$ cat src/rtl/memory_load_unit.sv
// Single-word memory fetch into the register memory-load path; optional timeout under MEM_LOAD_TIMEOUT_EN.
// Latency: start->mem_req 1 edge, ack->sel_memory 1 edge, min start-to-strobe 2 cycles; outputs registered.
// Backpressure: start is ignored (not queued) while busy; REQ holds until mem_ack (or timeout when compiled in).
module memory_load_unit #(
    parameter int WORD    = 16,
    parameter int ADDR    = 8,
    parameter int TIMEOUT = 15
) (
    input  logic            i_clk,
    input  logic            i_rst_n,
    input  logic            i_start,
    input  logic [ADDR-1:0] i_addr,
    output logic            o_busy,
    output logic            o_mem_req,
    output logic [ADDR-1:0] o_mem_addr,
    input  logic            i_mem_ack,
    input  logic [WORD-1:0] i_mem_rdata,
    output logic [WORD-1:0] o_mem_data,
    output logic            o_sel_memory,
    output logic            o_err
);

    localparam logic [1:0] S_IDLE = 2'd0;
    localparam logic [1:0] S_REQ  = 2'd1;
    localparam logic [1:0] S_DONE = 2'd2;
    localparam logic [1:0] S_ERR  = 2'd3;

    logic [1:0]      r_state;
    logic            r_busy;
    logic            r_mem_req;
    logic [ADDR-1:0] r_mem_addr;
    logic [WORD-1:0] r_mem_data;
    logic            r_sel_memory;

`ifdef MEM_LOAD_TIMEOUT_EN
    localparam logic [7:0] TIMEOUT_LIM = TIMEOUT[7:0];

    logic [7:0] r_cnt;
    logic       r_err;
    logic [7:0] w_cnt_inc;

    // Saturating so a stuck request can never wrap back below the limit.
    assign w_cnt_inc = (r_cnt == 8'hFF) ? r_cnt : r_cnt + 8'd1;
`endif

    always_ff @(posedge i_clk or negedge i_rst_n) begin
        if (!i_rst_n) begin
            r_state      <= S_IDLE;
            r_busy       <= 1'b0;
            r_mem_req    <= 1'b0;
            r_mem_addr   <= '0;
            r_mem_data   <= '0;
            r_sel_memory <= 1'b0;
`ifdef MEM_LOAD_TIMEOUT_EN
            r_cnt        <= 8'd0;
            r_err        <= 1'b0;
`endif
        end else begin
            r_sel_memory <= 1'b0;
`ifdef MEM_LOAD_TIMEOUT_EN
            r_err        <= 1'b0;
`endif
            case (r_state)
                S_IDLE: begin
                    if (i_start) begin
                        r_state    <= S_REQ;
                        r_busy     <= 1'b1;
                        r_mem_req  <= 1'b1;
                        r_mem_addr <= i_addr;
`ifdef MEM_LOAD_TIMEOUT_EN
                        r_cnt      <= 8'd0;
`endif
                    end
                end
                S_REQ: begin
                    // Ack takes priority over a coincident timeout expiry.
                    if (i_mem_ack) begin
                        r_state      <= S_DONE;
                        r_mem_req    <= 1'b0;
                        r_mem_data   <= i_mem_rdata;
                        r_sel_memory <= 1'b1;
                    end
`ifdef MEM_LOAD_TIMEOUT_EN
                    else if (w_cnt_inc >= TIMEOUT_LIM) begin
                        r_state   <= S_ERR;
                        r_mem_req <= 1'b0;
                        r_err     <= 1'b1;
                        r_cnt     <= w_cnt_inc;
                    end else begin
                        r_cnt <= w_cnt_inc;
                    end
`endif
                end
                S_DONE, S_ERR: begin
                    r_state <= S_IDLE;
                    r_busy  <= 1'b0;
                end
                default: begin
                    r_state   <= S_IDLE;
                    r_busy    <= 1'b0;
                    r_mem_req <= 1'b0;
                end
            endcase
        end
    end

    assign o_busy       = r_busy;
    assign o_mem_req    = r_mem_req;
    assign o_mem_addr   = r_mem_addr;
    assign o_mem_data   = r_mem_data;
    assign o_sel_memory = r_sel_memory;
`ifdef MEM_LOAD_TIMEOUT_EN
    assign o_err        = r_err;
`else
    assign o_err        = 1'b0;
`endif

endmodule
$ cat config.mk
export PLATFORM = sky130hd
export DESIGN_NAME = memory_load_unit
export DESIGN_NICKNAME = d
export VERILOG_FILES = /design/src/rtl/memory_load_unit.sv
export SDC_FILE = /design/constraint.sdc
export NUM_CORES = 1
export LEC_CHECK = 0
export ABC_AREA = 0
export CAP_MARGIN = 20
export CORE_MARGIN = 1.5
export CORE_UTILIZATION = 42
export CTS_CLUSTER_DIAMETER = 120
export DETAILED_ROUTE_END_ITERATION = 12
export GPL_TIMING_DRIVEN = 0
export PLACE_DENSITY = 0.8
export SKIP_LAST_GASP = 1
export SYNTH_ARGS = -nofsm -noshare
export SYNTH_HDL_FRONTEND = slang
export SYNTH_SLANG_ARGS = --single-unit
$ cat constraint.sdc
create_clock -name i_clk -period 2.7 [get_ports i_clk]
set_clock_uncertainty 0.2 [all_clocks]
set_input_delay 0.81 -clock i_clk [delete_from_list [all_inputs] [get_ports i_clk]]
set_output_delay 0.81 -clock i_clk [all_outputs]
set_load 0.1 [all_outputs]
Word level (Yosys, flattened, before mapping):

Cells that the tools add are included.

* flip-flop bits (word level): 29
* input port bits: 28
* output and inout port bits: 28
* word-level logic and storage cells: 29

* equal/unequal tests: 5
* muxes and demuxes: 9
* reduce and logical (&&, ||, !) cells: 9

Operators with widths (number)
* $reduce_and A2 Y1: 4
* $pmux W2 S3: 1
* $eq A2 B2 Y1 const B: 2
* $mux W1: 4
* $mux W2: 2
* $ne A2 B2 Y1 const B: 2
* $pmux W1 S2: 2
* $reduce_bool A2 Y1: 2
* $reduce_and A3 Y1: 1
* $eq A2 B1 Y1 const B: 1
* $logic_not A2 Y1: 1
* $reduce_or A2 Y1: 1

Longest topological paths before layout:

* depth after elaboration: 4
* gate-level depth with buffers: 5
* gate-level depth less buffers: 3

Worst setup path after synthesis:

No wires, ideal clock.

* path kind: flip-flop to output port
* start point: register r_mem_req (netlist: o_mem_req)
* end point: output port o_mem_req
* arrival: 908 ps
* required time: 1690 ps
* slack: 782 ps
* stages on the path, launching flop included: 1
* buffers on the path: 0
* path through: dfrtp_1

RTL lines
* start, declared: line 30 `logic r_mem_req;`
* start signal, assigned: line 50 `r_mem_req <= 1'b0;`
* start signal, assigned: line 68 `r_mem_req <= 1'b1;`
* start signal, assigned: line 79 `r_mem_req <= 1'b0;`
* end, declared: line 14 `output logic o_mem_req,`

No word-level cell between the ends.

Final worst setup path:

* start point: register r_mem_data[15] (netlist: o_mem_data[15])
* end point: output port o_mem_data[15]

RTL lines
* start, declared: line 32 `logic [WORD-1:0] r_mem_data;`
* start signal, assigned: line 80 `r_mem_data <= i_mem_rdata;`
* end, declared: line 18 `output logic [WORD-1:0] o_mem_data,`

No word-level cell between the ends.

==> reports/qor.csv <==
metric,value,unit
status,finished clean,
num_vias,787,
place_area,1730,sq um
syn-num-nets,98,
finalHoldViolCount,0,
ys_seq_area_share,63.7,%
final_cells,162,
holdCritPathClass,reg2reg,
syn-mean-instance-area,16.3,sq um
clock-root-buffer,clkbuf_4,
path_depth,1,
detail_route.wl_per_cell,13.9,um
critPathBufInv,1,
clockBufferDepth,2,
ctsResizeCount,27,
finalSetupViolations,0,
period_minus_slack,2.55,ns
htree_levels,2,
path_clk_slew,0.09,ns
r2r_slack,1.05,ns
maxSlewHeadroom,34.9,%
tns,0,ns
drc,0,
start_kind,flop,
max_cap_violations,0,
routabilityCongestion,0.616,
ant_nets,0,
die_h,55.1,um
final_util,69.5,%
post_drt_via_cell_ratio,4.86,
fin_crit_sh,94.6,%
cpLargestDelayFamily,buffers and inverters,
critPathLaunch,o_mem_data[15],
dp_cells,155,
fmax,0.392,GHz
io_pins,56,
final_common_cell,dfrtp_1,
crit_fanout,2,
drt-total-wl,2250,um
cts_tree,done,
hold-path-cell-count,1,
worst_hold_startpoint,o_mem_data[9],
clk_latency,0.31,ns
core-area,2520,sq um
r2r-start,r_state[0],
die_w,55.1,um
cp_slowest_stage_delay,0.87,ns
required,1.69,ns
grt_overflow,0,
initialDrtViolationCount,0,
postCtsHoldBufs,0,
num_antenna_cells,0,
synth_cells,70,
rsz0062_at_grt,no,
antenna_found_initial,0,
slew_viol_final,0,
dpl.hpwl,1750,um
drive_gt1_share,28.0,%
cpMaxStageDelayCell,dlygate4sd2_1,
cp_cell_sequence,dlygate4sd2_1,
grt_pass1_wl,3550,um
num_rows,18,
synthesis.area,1140,sq um
crit_type,reg2out,
design_area,1750,sq um
clock-sinks,29,
grt_pass1_vias,793,
syn2layout_area_growth,54.0,%
grt_use_total,17.4,%
final_nets,160,
end_kind,output pin,
yosys_warnings,0,
cts_inserted_buffers,5,
worst_pin_slew,0.981,ns
synth_seq_cells,29,
nFillCells,206,
postCtsSetupBuffers,0,
synth.distinct_cells,16,
drt-pass1-iter-count,1,
port_buffers,54,
start_util,45.1,%
grt_max_degree,16,
r2r_cells,3,
fp.dieArea,3030,sq um
most-common-layout-cells,"dfrtp_1 (29), clkdlybuf4s50_1 (27), dlygate4sd2_1 (27)",
worst_ep_arrival_time,1.54,ns
worst paths after layout:
path,endpoint
worst max-delay path,o_mem_data[15]
worst min-delay path,o_mem_data[9]
worst max register to register,o_mem_addr[1]
worst min register to register,o_mem_data[9]
max in group asynchronous,o_mem_addr[0]
min in group asynchronous,o_mem_data[13]
Yosys cell counts (all sizes together):
cell,count,area share (%)
dfrtp,29,64
mux2,24,27
a21oi,3,1.3
buf,3,3.4
inv,3,0.99
and3,2,1.2
o21ai,2,0.88
conb,1,0.33
nand2,1,0.33
nand2b,1,0.55
nor2,1,0.55
sequential cells by signal (all words and copies together), names as in the netlist:
signal and flops:
o_mem_req 1, o_mem_addr 8, r_state 2, o_mem_data 16, o_busy 1, o_sel_memory 1
kinds of logic (layout without fill, tap and decap cells):
kind of cell           after synthesis  in the layout  share of synthesized area, %
other                                1              1                         0.329
AND/OR/NAND/NOR                      5              5                          2.64
buffers and inverters                6             68                          4.40
flip-flops                          29             29                          63.7
multiplexers                        24             24                          26.7
AO/OA/AOI/OAI                        5              5                          2.20
routing by layer:
layer | global-route usage, % | part of all wire [%]
met1 | 18.2 | 38
met2 | 28.8 | 48
met3 | 8.60 | 12
met4 | 8.54 | 1.5
met5 | 0 | 0
final cells by class:
type | count | area [sq um] | area share [%]
inverters | 3 | 11.3 | 0.642
clock buffers | 7 | 55.1 | 3.14
flip-flops and latches | 29 | 726 | 41.4
multi-input cells | 35 | 363 | 20.7
well taps | 30 | 37.5 | 2.14
repair buffers | 55 | 522 | 29.8
plain buffers | 3 | 38.8 | 2.21
through the flow:
step                      hold WS [ns]  setup slack, ns
after global placement           0.290            0.201
after CTS                        0.310            0.126
after global routing             0.330           0.0973
after detailed placement         0.295            0.209
final                            0.307            0.146
after floorplan                  0.277            0.782
Power is not shown: default switching activity piles up to over one toggle a cycle in this logic, so the estimate is an artifact.
